**src/rtl/hazard_ctrl.sv**
```systemverilog
`default_nettype none
// +--------------------------------------------------------------------------+
// | Module      : hazard_ctrl                                                |
// | Description : ID-stage hazard controller for the 5-stage MIPS-subset     |
// |               core. Stalls on load-use dependencies, flushes wrong-path  |
// |               instructions on a redirect from EX, and freezes the whole  |
// |               pipe while external memory is not ready.                   |
// | Parameters  : LU_STALL_CYCLES - bubbles per load-use hazard (1..7)       |
// | Ports       : clk, rst              - clock, synchronous active-high rst |
// |               id_* / ex_*           - ID and EX instruction info         |
// |               ex_redirect           - taken branch/jump resolved in EX   |
// |               ext_stall             - imem/dmem not ready                |
// |               pc_we, ifid_we        - pipeline register load enables     |
// |               ifid_flush, idex_flush- bubble insertion controls          |
// |               state                 - 0 = RUN, 1 = LU_STALL              |
// |               perf_stall_cnt/flush  - performance counters               |
// | Macro       : HAZARD_PERF_EN - builds the perf counters; when undefined  |
// |               both counter ports read 32'h0 and no flops are built.      |
// | Revision    : 1.0 - initial release                                      |
// +--------------------------------------------------------------------------+
module hazard_ctrl #(
    parameter int unsigned LU_STALL_CYCLES = 1
) (
    input  logic        clk,
    input  logic        rst,
    input  logic        id_valid,
    input  logic [4:0]  id_rs1_id,
    input  logic [4:0]  id_rs2_id,
    input  logic        id_uses_rs,
    input  logic        id_uses_rt,
    input  logic        ex_valid,
    input  logic        ex_is_load,
    input  logic        ex_we_regfile,
    input  logic [4:0]  ex_rdst_id,
    input  logic        ex_redirect,
    input  logic        ext_stall,
    output logic        pc_we,
    output logic        ifid_we,
    output logic        ifid_flush,
    output logic        idex_flush,
    output logic        state,
    output logic [31:0] perf_stall_cnt,
    output logic [31:0] perf_flush_cnt
);

    typedef enum logic [0:0] {
        ST_RUN      = 1'b0,
        ST_LU_STALL = 1'b1
    } state_t;

    // Remaining stall cycles after the first one, loaded on entry to LU_STALL.
    localparam logic [2:0] c_lu_load = 3'(LU_STALL_CYCLES - 1);

    state_t     r_state;
    logic [2:0] r_lu_cnt;
    logic       w_lu_hit;
    logic       w_stall;

    // $0 is hardwired to zero, so a load targeting it never creates a hazard.
    assign w_lu_hit = id_valid && ex_valid && ex_is_load && ex_we_regfile &&
                      (ex_rdst_id != 5'd0) &&
                      ((id_uses_rs && (id_rs1_id == ex_rdst_id)) ||
                       (id_uses_rt && (id_rs2_id == ex_rdst_id)));

    // The hazard is only looked at in RUN; once in LU_STALL the counter alone
    // decides when the ID instruction may advance.
    assign w_stall = ((r_state == ST_RUN) && w_lu_hit) || (r_state == ST_LU_STALL);

    always_comb begin
        pc_we      = 1'b1;
        ifid_we    = 1'b1;
        ifid_flush = 1'b0;
        idex_flush = 1'b0;
        if (rst) begin
            pc_we      = 1'b0;
            ifid_we    = 1'b0;
            ifid_flush = 1'b1;
            idex_flush = 1'b1;
        end else if (ext_stall) begin
            pc_we      = 1'b0;
            ifid_we    = 1'b0;
        end else if (ex_redirect) begin
            ifid_flush = 1'b1;
            idex_flush = 1'b1;
        end else if (w_stall) begin
            pc_we      = 1'b0;
            ifid_we    = 1'b0;
            idex_flush = 1'b1;
        end
    end

    always_ff @(posedge clk) begin
        if (rst) begin
            r_state  <= ST_RUN;
            r_lu_cnt <= 3'd0;
        end else if (!ext_stall) begin
            if (ex_redirect) begin
                // The redirect squashes the dependent instruction as well.
                r_state  <= ST_RUN;
                r_lu_cnt <= 3'd0;
            end else if (r_state == ST_RUN) begin
                if (w_lu_hit && (LU_STALL_CYCLES > 1)) begin
                    r_state  <= ST_LU_STALL;
                    r_lu_cnt <= c_lu_load;
                end
            end else begin
                r_lu_cnt <= r_lu_cnt - 3'd1;
                if (r_lu_cnt == 3'd1) begin
                    r_state <= ST_RUN;
                end
            end
        end
    end

    assign state = r_state;

`ifdef HAZARD_PERF_EN
    logic [31:0] r_perf_stall_cnt;
    logic [31:0] r_perf_flush_cnt;

    // Stall count covers both load-use bubbles and external freezes.
    always_ff @(posedge clk) begin
        if (rst) begin
            r_perf_stall_cnt <= 32'd0;
            r_perf_flush_cnt <= 32'd0;
        end else begin
            if (!pc_we) begin
                r_perf_stall_cnt <= r_perf_stall_cnt + 32'd1;
            end
            if (ex_redirect && !ext_stall) begin
                r_perf_flush_cnt <= r_perf_flush_cnt + 32'd1;
            end
        end
    end

    assign perf_stall_cnt = r_perf_stall_cnt;
    assign perf_flush_cnt = r_perf_flush_cnt;
`else
    assign perf_stall_cnt = 32'h0;
    assign perf_flush_cnt = 32'h0;
`endif

endmodule
`default_nettype wire

```
**config.mk**
```make
export PLATFORM = sky130hd
export DESIGN_NAME = hazard_ctrl
export DESIGN_NICKNAME = d
export VERILOG_FILES = /design/src/rtl/hazard_ctrl.sv
export SDC_FILE = /design/constraint.sdc
export NUM_CORES = 1
export LEC_CHECK = 0
export ABC_AREA = 1
export BUFFER_PORTS_ARGS = -buffer_cell sky130_fd_sc_hd__buf_2
export CORE_ASPECT_RATIO = 1.5
export CORE_MARGIN = 3
export CORE_UTILIZATION = 25
export DETAILED_ROUTE_END_ITERATION = 7
export GPL_TIMING_DRIVEN = 0
export HOLD_SLACK_MARGIN = 0.06
export PLACE_DENSITY = 0.65
export SLEW_MARGIN = 25
export SYNTH_ARGS = -nofsm -noshare
export SYNTH_HDL_FRONTEND = slang
export SYNTH_SLANG_ARGS = --single-unit
```
**constraint.sdc**
```tcl
create_clock -name clk -period 1.3 [get_ports clk]
set_input_delay 0.195 -clock clk [delete_from_list [all_inputs] [get_ports clk]]
set_output_delay 0.195 -clock clk [all_outputs]
set_load 0.1 [all_outputs]
```
# Word-level counts from Yosys, hierarchy flattened
# Cells that the tools add are included.
dict set report totals {
  regBits 4
  latchBits 0
  mem_bits_rw 0
  romBits 0
  input_bits 25
  elab_cells 37
  n_memories 0
}
dict set report op_classes {
  addsub 1
  n_mul 0
  n_div 0
  n_lt_le_gt_ge 0
  eq_ne 3
  n_shift 0
  muxes 16
  n_bitwise 2
  reduce_logical 13
}
# operator n
set op_table {}
lappend op_table {{1-bit 2-to-1 mux} 14}
lappend op_table {{5-bit == test} 2}
lappend op_table {{1-bit logical AND} 8}
lappend op_table {{3-bit 2-to-1 mux} 2}
lappend op_table {{5-bit nonzero test} 1}
lappend op_table {{3-bit by 1-bit == test with 1-bit output, second input constant} 1}
lappend op_table {{3-bit by 1-bit subtractor with 3-bit output, second input constant} 1}
lappend op_table {{1-bit logical OR} 2}
lappend op_table {{1-bit inverter} 2}
lappend op_table {{2-bit AND reduction} 1}
lappend op_table {{2-bit nonzero test} 1}

# Logic depth before layout (Yosys ltp)
# Gate-level depths: netlist of run 1.
dict set report depth {
  ltp_word 11
  mapped_depth 10
  depth_no_buf 10
}

# Worst setup path after synthesis of run 1
# Ideal clock, no wire load.
dict set report synth_timing {
  path_type {register to output}
  startpoint {reg r_state, in the netlist state}
  endpoint {out pc_we}
  arrival_time_ns 2.914
  t_required_ns 1.105
  setup_slack_ns -1.809
  stages_incl_launch_ff 5
  n_path_buf 1
  cell_sequence {dfxtp_1 > inv_1 > nand2_1 > a21oi_1 > buf_4}
}
dict set report synth_between {
  elab_chain_cells 7
}
# item line_no
set synth_rtl {}
lappend synth_rtl {{start: declaration} 54} ;# state_t r_state;
lappend synth_rtl {{start signal: assignment} 94} ;# r_state <= ST_RUN;
lappend synth_rtl {{start signal: assignment} 99} ;# r_state <= ST_RUN;
lappend synth_rtl {{start signal: assignment} 103} ;# r_state <= ST_LU_STALL;
lappend synth_rtl {{1-bit inverter} -}
lappend synth_rtl {{1-bit logical AND} 67} ;# assign w_stall = ((r_state == ST_RUN) && w_lu_hit) || (r_state == ST_LU_STALL);
lappend synth_rtl {{1-bit logical OR *} 67}
lappend synth_rtl {{1-bit 2-to-1 mux * (4 in series)} -}
lappend synth_rtl {{end: declaration} 37} ;# output logic pc_we,
# Every way passes the cells marked *; elsewhere a longest branch is shown, timed or not.

# Final worst setup path of run 1
dict set report layout_timing {
  startpoint {in ex_rdst_id[1]}
  endpoint {out pc_we}
}
dict set report layout_between {
  elab_chain_cells 10
  word_cells_on_any_way 14
  cone_classes {2 x eq/ne; 4 x mux; 8 x reduce/logical}
}
# item line_no
set layout_rtl {}
lappend layout_rtl {{start: declaration} 34} ;# input logic [4:0] ex_rdst_id,
lappend layout_rtl {{5-bit == test (on tied branches)} {62, 63}}
lappend layout_rtl {{1-bit logical AND (on tied branches)} {62, 63}}
lappend layout_rtl {{1-bit logical OR} 62} ;# ((id_uses_rs && (id_rs1_id == ex_rdst_id)) ||
lappend layout_rtl {{1-bit logical AND *} 61} ;# (ex_rdst_id != 5'd0) &&
lappend layout_rtl {{1-bit logical AND *} 67}
lappend layout_rtl {{1-bit logical OR *} 67}
lappend layout_rtl {{1-bit 2-to-1 mux *} 85} ;# end else if (w_stall) begin
lappend layout_rtl {{1-bit 2-to-1 mux *} 82} ;# end else if (ex_redirect) begin
lappend layout_rtl {{1-bit 2-to-1 mux *} 79} ;# end else if (ext_stall) begin
lappend layout_rtl {{1-bit 2-to-1 mux *} 74} ;# if (rst) begin
# Marks and branches as above.

==> results of run 1 <==
-- worst min path at each step --
stage / endpoint / depth (start not counted)
2_1_floorplan: r_lu_cnt[1]$_SDFFE_PP0P_ / 1
3_3_place_gp: r_lu_cnt[1]$_SDFFE_PP0P_ / 2
3_5_place_dp: r_lu_cnt[1]$_SDFFE_PP0P_ / 2
4_1_cts: r_lu_cnt[1]$_SDFFE_PP0P_ / 2
5_1_grt: r_lu_cnt[1]$_SDFFE_PP0P_ / 2
6_report: r_lu_cnt[1]$_SDFFE_PP0P_ / 2
-- power by group through the flow --
stage | clock network (mW) | registers [mW] | logic (mW)
2_1_floorplan | 0 | 0.126 | 1.08
3_3_place_gp | 0 | 0.126 | 1.14
3_5_place_dp | 0 | 0.126 | 1.15
4_1_cts | 0.280 | 0.124 | 1.18
5_1_grt | 0.296 | 0.124 | 1.24
6_report | 0.271 | 0.124 | 1.20
-- registers in the layout (all words and copies together), names as in the netlist --
name,cells
r_lu_cnt,3
state,1
-- cell type report --
cell class | count | area, sq um | area share [%]
Tap cell | 42 | 52.6 | 3.26
Clock buffer | 4 | 45.0 | 2.80
Multi-Input combinational cell | 127 | 587 | 36.4
Timing Repair Buffer | 30 | 240 | 14.9
Inverter | 24 | 103 | 6.37
Sequential cell | 4 | 83.8 | 5.20
Buffer | 65 | 500 | 31.1
-- cell usage in the layout (no fill, tap or decap), drive strengths merged, types with 2 or more instances in the layout --
master,netlist,final
inv,24,24
nor2,9,9
nand4,2,2
conb,1,64
dfxtp,4,4
buf,65,95
nand3,4,4
nand2,38,38
ha,2,2
a21oi,4,4
o21ai,2,2
clkbuf,0,4
-- what timing repair did --
item	CTS	global route
setup buffers	0	1
setup endpoints to repair	3	3
pin swaps	10	17
gates resized for setup	22	15
-- critical path: stages --
cell and delay (ns):
buf_8 0.11, inv_2 0.04, nand2_1 0.05, nand2_1 0.08, nor2_2 0.04, nand3_2 0.06
nand2_2 0.05, nand2_2 0.08, nand2_4 0.06, a21oi_4 0.18, buf_12 0.12, buf_12 0.16
-- metal layers --
layer	GRT usage, %	part of all wire (%)	wire, um	vias up
met5	0	0	0	-
li1	-	-	-	534
met3	2.36	14	292	0
met2	15.0	55	1100	62
met1	7.51	31	624	357
met4	0.713	0	0	0
-- kinds of logic after synthesis --
logic type      synth area share [%]
compound gates                  5.40
fa+ha+maj                       2.63
buf+inv                         60.9
flops                           8.43
other cells                    0.395
simple gates                    22.3
==> impl_metrics.env, run 1 <==
export IMPL_finalHoldViolCount=0
export IMPL_startpoint="ex_rdst_id[1]"
export IMPL_yosys_area_top_type="buf_4"
export IMPL_synthCells=157
export IMPL_drive_gt1_share_pct=48.4
export IMPL_routedWlPerCell_um=6.83
export IMPL_pwr_density_cell_nw_per_um2=988
export IMPL_rows=26
export IMPL_worstSetupEndpointType="output pin"
export IMPL_reg2reg_to="r_lu_cnt[1]$_SDFFE_PP0P_"
export IMPL_setup_ws_ns=-0.130
export IMPL_cp_max_fo=4
export IMPL_cts_tree="done"
export IMPL_cap_violations=0
export IMPL_ir_drop_mv=0.691
export IMPL_finalSetupViolCount=3
export IMPL_synth_top_cell_area_share_pct=51.4
export IMPL_finalWeightedCongestion=0.711
export IMPL_post_place_ws_ns=-0.433
export IMPL_design_area_sq_um=1610
export IMPL_grt_max_degree=7
export IMPL_worstPathRequired_ns=1.11
export IMPL_pwr_share_clk_pct=17.0
export IMPL_place_hpwl_um=1810
export IMPL_placed_cell_area_sq_um=1430
export IMPL_reg2reg_slack_ns=0.20
export IMPL_rr_startpoint="r_lu_cnt[0]$_SDFFE_PP0P_"
export IMPL_cp_endpoint="pc_we"
export IMPL_core_area_sq_um=3510
export IMPL_period_needed_ns=1.43
export IMPL_via_per_inst=3.22
export IMPL_final_nets=282
export IMPL_synthTopCellsByArea="buf_4 51%, nand2_1 15%, dfxtp_1 8.4%, inv_1 7.9%, nor2_1 3.2%"
export IMPL_fin_cells=296
export IMPL_cts_buffer_depth=2
export IMPL_synthTopCellsByCount="65 x buf_4, 38 x nand2_1, 20 x inv_1"
export IMPL_yosysWarnings=0
export IMPL_rsz0062_at_grt="yes"
export IMPL_numCtsBuffers=3
export IMPL_area_growth_syn_to_layout_pct=69.7
export IMPL_dp_cells=291
export IMPL_die_area_sq_um=4590
export IMPL_whs_ns=0.217
export IMPL_clk_pin_slew_worst_paths_ns=0.03
export IMPL_clock_root_buffer="clkbuf_8"
export IMPL_ys_flop_type="dfxtp_1"
export IMPL_async_reset_ff_share_pct=0
export IMPL_final_fill_count=376
export IMPL_fin_skew_ns=0.00583
export IMPL_drc=0
export IMPL_fmax_mhz=699
export IMPL_p_leak_nw=1.05
export IMPL_htree_levels=1
export IMPL_switching_power_mw=1.03
export IMPL_synth_seq_area_share_pct=8.43
export IMPL_tns_ns=-0.344
export IMPL_switching_share_pct=64.6
export IMPL_cp_data_arrival_time_ns=1.24
export IMPL_ys_types=16
export IMPL_clock_latency_ns=0.21
export IMPL_ys_ff_latch=4
export IMPL_min_delay_start="rst"
export IMPL_die_x_um=56.3
export IMPL_grt_pass1_vias=796
export IMPL_p_comb_share_pct=75.2
export IMPL_post_route_util_pct=45.9
export IMPL_die_h_um=81.5
export IMPL_clock_sinks=4
export IMPL_synth_most_common_cell="buf_4"
export IMPL_slew_viol_final=0
export IMPL_syn_area_sq_um=950
export IMPL_syn_area_per_cell_sq_um=6.05
export IMPL_floorplan_io_pins=94
export IMPL_port_buffers=29
export IMPL_hp_class="in -> reg"
export IMPL_reg2reg_depth=3
export IMPL_num_vias=953
export IMPL_cp_start_kind="input pin"
export IMPL_status="complete, but fails checks"
export IMPL_intPower_mw=0.564
export IMPL_hold_buffers=0
export IMPL_grt_util_all_layers_pct=7.39
export IMPL_ant_nets=0
export IMPL_violations="negative setup slack"
export IMPL_period_share_pct=110
export IMPL_overflow=0
export IMPL_drtPass1Iterations=2
export IMPL_antenna_found_initial=0
export IMPL_path_class="in -> out"
export IMPL_dr_first_iter_drc_count=4
export IMPL_grt_pass1_wl_um=2820
export IMPL_wirelength_um=2020
export IMPL_start_util_pct=27.0
export IMPL_diodes=0
export IMPL_power_mw=1.59
export IMPL_power_frac_seq_pct=7.8
export IMPL_synth_edff_count=0
No activity file was read; power rests on OpenSTA's default activity.
==> run 2: changes to the inputs <==
--- a/config.mk
+++ b/config.mk
@@ -13,7 +13,7 @@
 export DETAILED_ROUTE_END_ITERATION = 7
 export GPL_TIMING_DRIVEN = 0
 export HOLD_SLACK_MARGIN = 0.06
-export PLACE_DENSITY = 0.65
+export PLACE_DENSITY = 0.7
 export SLEW_MARGIN = 25
 export SYNTH_ARGS = -nofsm -noshare
 export SYNTH_HDL_FRONTEND = slang
==> run 2 against run 1 <==
  * The flow still finishes with violations (negative setup slack)
  * Sequential share of layout area fell by 0.064 points
  * Die area stayed put
  * Register-to-register slack about the same
  * Sequential power about the same
  * Combinational power barely moved
  * Global-route usage increased by 0.99 points
  * Power grew 1.3%
  * Sequential cell count stayed put
  * Via count up 1.9%
  * Critical path type unchanged
  * Critical endpoint unchanged
==> impl_metrics.env, run 2 (synthesis gave the netlist of run 1 again) <==
export IMPL_status="complete, but fails checks"
export IMPL_violations="negative setup slack"
export IMPL_cp_data_arrival_time_ns=1.24
export IMPL_port_buffers=29
export IMPL_setup_ws_ns=-0.134
export IMPL_ir_drop_mv=0.475
export IMPL_reg2reg_depth=3
export IMPL_critPathMaxStageDelay_ns=0.17
export IMPL_floorplan_io_pins=94
export IMPL_finalWeightedCongestion=0.735
export IMPL_regMostFlops="r_lu_cnt"
export IMPL_tns_ns=-0.368
export IMPL_largest_reg_flops=3
export IMPL_via_per_inst=3.28
export IMPL_worstSetupEndpointType="output pin"
export IMPL_core_area_sq_um=3510
export IMPL_pwr_density_cell_nw_per_um2=989
export IMPL_area_growth_syn_to_layout_pct=71.8
export IMPL_die_h_um=81.5
export IMPL_clock_root_buffer="clkbuf_8"
export IMPL_drive_gt1_share_pct=47.2
export IMPL_layout_commonest_cell="buf_4"
export IMPL_rows=26
export IMPL_htree_levels=1
export IMPL_worstPathBufferInverterCount=4
export IMPL_cts_tree="done"
export IMPL_cp_max_fo=4
export IMPL_cp_cell_sequence="buf_12 > nor2_4 > nand4_1 > nand4_1 > inv_1 > nand2_1 > nand2_2 > a21oi_4 > buf_12 > buf_12"
export IMPL_grt_pass1_wl_um=3130
export IMPL_multiInputGateArea_sq_um=577
export IMPL_clock_sinks=4
export IMPL_fin_skew_ns=0.00553
export IMPL_worstPathRequired_ns=1.11
export IMPL_final_fill_count=366
export IMPL_dr_first_iter_drc_count=7
export IMPL_period_share_pct=110
export IMPL_reg2reg_slack_ns=0.19
export IMPL_diodes=0
export IMPL_cap_violations=0
export IMPL_grt_max_degree=7
export IMPL_start_util_pct=27.0
export IMPL_design_area_sq_um=1630
export IMPL_grt_util_all_layers_pct=8.37
export IMPL_post_place_ws_ns=-0.425
export IMPL_cp_start_kind="input pin"
export IMPL_die_area_sq_um=4590
export IMPL_holdPathStages=2
export IMPL_ant_nets=0
export IMPL_finalHoldViolCount=0
export IMPL_period_needed_ns=1.43
export IMPL_rsz0062_at_grt="yes"
export IMPL_cts_buffer_depth=2
export IMPL_final_nets=282
export IMPL_critPathMostFrequentCell="buf_12"
export IMPL_finalSetupViolCount=3
export IMPL_crit_cells=10
export IMPL_clock_latency_ns=0.22
export IMPL_slew_viol_final=0
export IMPL_hold_buffers=0
export IMPL_die_x_um=56.3
export IMPL_overflow=0
export IMPL_critPathTopFamily="simple AND/OR/NAND/NOR gates"
export IMPL_routedWlPerCell_um=7.03
export IMPL_wirelength_um=2080
export IMPL_crit_path_top_delay_cell="a21oi_4"
export IMPL_whs_ns=0.201
export IMPL_seqCellArea_sq_um=83.8
export IMPL_antenna_found_initial=0
export IMPL_hp_class="in -> reg"
export IMPL_fmax_mhz=697
export IMPL_grt_pass1_vias=819
export IMPL_path_class="in -> out"
export IMPL_num_vias=971
export IMPL_numCtsBuffers=3
export IMPL_clk_pin_slew_worst_paths_ns=0.04
export IMPL_drtPass1Iterations=3
export IMPL_drc=0
export IMPL_power_mw=1.61
export IMPL_p_leak_nw=1.06
export IMPL_placed_cell_area_sq_um=1430
export IMPL_place_hpwl_um=1880
export IMPL_final_cell_mix="65 x buf_4, 64 x conb_1, 30 x nand2_1"
==> run 2: stage by stage <==
stage	util, %	cells
2_1_floorplan	-	220
3_3_place_gp	40.8	291
3_5_place_dp	40.8	291
4_1_cts	43.9	295
5_1_grt	46.4	296
6_report	46.4	296
==> run 2: power by group <==
group	internal [mW]	switching [mW]	total [mW]	leakage, nW
Sequential	0.123	0.000860	0.124	0.0332
Combinational	0.240	0.966	1.21	1.00
Clock	0.210	0.0741	0.284	0.0228
==> run 2: final timing paths <==
path	start	end
worst min-delay path	rst	r_lu_cnt[1]$_SDFFE_PP0P_
worst min register to register	r_lu_cnt[1]$_SDFFE_PP0P_	r_lu_cnt[1]$_SDFFE_PP0P_
worst max register to register	r_lu_cnt[0]$_SDFFE_PP0P_	r_lu_cnt[1]$_SDFFE_PP0P_
worst max-delay path	ex_rdst_id[1]	pc_we
==> run 2: cell type report <==
cell class	instances	share of cell area, %
plain buffers	65	30.7
flip-flops and latches	4	5.14
inverters	24	6.44
repair buffers	30	16.4
multi-input cells	127	35.4
clock buffers	4	2.76
well taps	42	3.22
==> run 2: layer usage <==
layer	part of all wire [%]	wire (um)	track usage, %
met5	0	0	0
met3	14	301	2.52
met2	53	1100	16.0
met4	0.77	16	3.56
met1	32	669	8.29
==> run 2: repair_timing <==
item / 4_1_cts / 5_1_grt
endpoints found under the setup margin: 3 / 3
resized for setup: 18 / 22
pin swaps: 5 / 8
setup buffers: 0 / 1
==> run 3: changes to the inputs <==
--- a/config.mk
+++ b/config.mk
@@ -8,7 +8,7 @@
 export ABC_AREA = 1
 export BUFFER_PORTS_ARGS = -buffer_cell sky130_fd_sc_hd__buf_2
 export CORE_ASPECT_RATIO = 1.5
-export CORE_MARGIN = 3
+export CORE_MARGIN = 5
 export CORE_UTILIZATION = 25
 export DETAILED_ROUTE_END_ITERATION = 7
 export GPL_TIMING_DRIVEN = 0
==> run 3 against run 2 <==
  * The run still ends with negative setup slack left
  * Register-to-register slack gained 0.02 ns
  * Clock power is 3% higher
  * Combinational power is essentially flat
  * Wire length increased by 6.9%
  * Global-route usage grew 0.22 points
  * Cell area increased by 3.5%
  * Maximum frequency is 1.5% lower
  * Worst setup slack got worse by 0.022 ns
  * First-iteration DRC count rose to 3.3 times the previous value
  * Critical path depth is 2 higher
  * Highest routed layer unchanged
==> impl_metrics.env, run 3 (synthesis gave the netlist of run 1 again) <==
export IMPL_status="complete, but fails checks"
export IMPL_violations="negative setup slack"
export IMPL_cp_start_kind="input pin"
export IMPL_port_buffers=29
export IMPL_cp_max_fo=4
export IMPL_finalSetupViolCount=3
export IMPL_clock_sinks=4
export IMPL_p_leak_nw=1.06
export IMPL_htree_levels=1
export IMPL_overflow=0
export IMPL_start_util_pct=25.8
export IMPL_regMostFlops="r_lu_cnt"
export IMPL_cap_violations=0
export IMPL_via_per_inst=3.31
export IMPL_wirelength_um=2230
export IMPL_area_growth_syn_to_layout_pct=77.7
export IMPL_cts_buffer_depth=2
export IMPL_fin_skew_ns=0.00749
export IMPL_die_h_um=85.5
export IMPL_setup_ws_ns=-0.156
export IMPL_numCtsBuffers=3
export IMPL_startpoint="ex_rdst_id[1]"
export IMPL_grt_max_degree=7
export IMPL_core_area_sq_um=3680
export IMPL_power_mw=1.65
export IMPL_finalWeightedCongestion=0.787
export IMPL_finalHoldViolCount=0
export IMPL_num_vias=982
export IMPL_drtPass1Iterations=4
export IMPL_grt_pass1_vias=980
export IMPL_grt_util_all_layers_pct=8.59
export IMPL_pwr_density_cell_nw_per_um2=975
export IMPL_ant_nets=0
export IMPL_drc=0
export IMPL_path_class="in -> out"
export IMPL_rsz0062_at_grt="yes"
export IMPL_diodes=0
export IMPL_design_area_sq_um=1690
export IMPL_dr_first_iter_drc_count=23
export IMPL_hp_class="in -> reg"
export IMPL_cp_data_arrival_time_ns=1.26
export IMPL_hold_buffers=0
export IMPL_worstSetupEndpointType="output pin"
export IMPL_min_delay_start="rst"
export IMPL_grt_pass1_wl_um=3550
export IMPL_clock_root_buffer="clkbuf_8"
export IMPL_clock_latency_ns=0.23
export IMPL_period_needed_ns=1.46
export IMPL_placed_cell_area_sq_um=1440
export IMPL_final_nets=282
export IMPL_dp_cells=292
export IMPL_antenna_found_initial=0
export IMPL_maxUsedRoutingLayer="met4"
export IMPL_clk_pin_slew_worst_paths_ns=0.04
export IMPL_whs_ns=0.195
export IMPL_wl_met1_um=748
export IMPL_cts_tree="done"
export IMPL_drive_gt1_share_pct=54.3
export IMPL_place_hpwl_um=2020
export IMPL_worstPathRequired_ns=1.11
export IMPL_slew_viol_final=0
export IMPL_ir_drop_mv=0.736
export IMPL_routedWlPerCell_um=7.49
export IMPL_holdPathStages=2
export IMPL_final_cell_mix="67 x buf_4, 64 x conb_1, 20 x nand2_1"
export IMPL_wl_met2_um=1090
export IMPL_rows=27
export IMPL_layout_commonest_cell="buf_4"
export IMPL_rr_startpoint="r_lu_cnt[0]$_SDFFE_PP0P_"
export IMPL_met3_length_um=317
export IMPL_fmax_mhz=687
export IMPL_floorplan_io_pins=94
export IMPL_reg2reg_depth=3
export IMPL_die_area_sq_um=5160
export IMPL_largest_reg_flops=3
export IMPL_post_route_util_pct=45.8
export IMPL_period_share_pct=112
export IMPL_fin_cells=297
export IMPL_die_x_um=60.3
## run 3: worst max-delay path, stage by stage
cell,delay (ns)
buf_8,0.11
inv_4,0.05
nand2_1,0.04
nand2_1,0.06
nor2_2,0.05
nand3_1,0.07
nand2_1,0.06
nand2_2,0.09
nand2_4,0.06
a21oi_4,0.19
buf_12,0.12
buf_12,0.16
## run 3: worst paths after layout
path                            slack (ns)                  endpoint
worst min-delay path                  0.19  r_lu_cnt[1]$_SDFFE_PP0P_
worst max-delay path                 -0.16                     pc_we
worst max register to register        0.21  r_lu_cnt[1]$_SDFFE_PP0P_
worst min register to register        0.48  r_lu_cnt[2]$_SDFFE_PP0P_
## run 3: report_power, final
| group | leakage [nW] | internal, mW | switching [mW] |
|---|---|---|---|
| clock | 0.0228 | 0.211 | 0.0817 |
| combinational | 1.01 | 0.247 | 0.981 |
| sequential | 0.0332 | 0.123 | 0.000879 |
| total | 1.06 | 0.582 | 1.06 |
## run 3: area by class of cell
class | count | area, sq um
fillers | 365 | 1990
multi-input cells | 127 | 624
plain buffers | 65 | 500
repair buffers | 30 | 265
inverters | 24 | 115
flip-flops and latches | 4 | 83.8
well taps | 43 | 53.8
clock buffers | 4 | 45.0
## run 3: repair_timing
action                     in CTS  in global routing
pin swaps                      12                 22
cloned                          0                  0
setup buffers                   0                  1
hold endpoints to repair        0                  0
setup endpoints to repair       3                  3
resized for setup              24                 42
## run 3: layer usage
metal | up-vias | GRT usage (%)
li1 | 533 | -
met4 | 0 | 5.65
met5 | - | 0
met2 | 71 | 14.3
met1 | 370 | 8.79
met3 | 8 | 2.89
## run 3: metrics by stage
stage	setup TNS (ns)	worst slack [ns]
floorplan	-0.473	-0.366
global placement	-1.17	-0.448
detailed placement	-1.15	-0.424
CTS	-0.338	-0.141
global route	-0.613	-0.228
finish	-0.426	-0.156
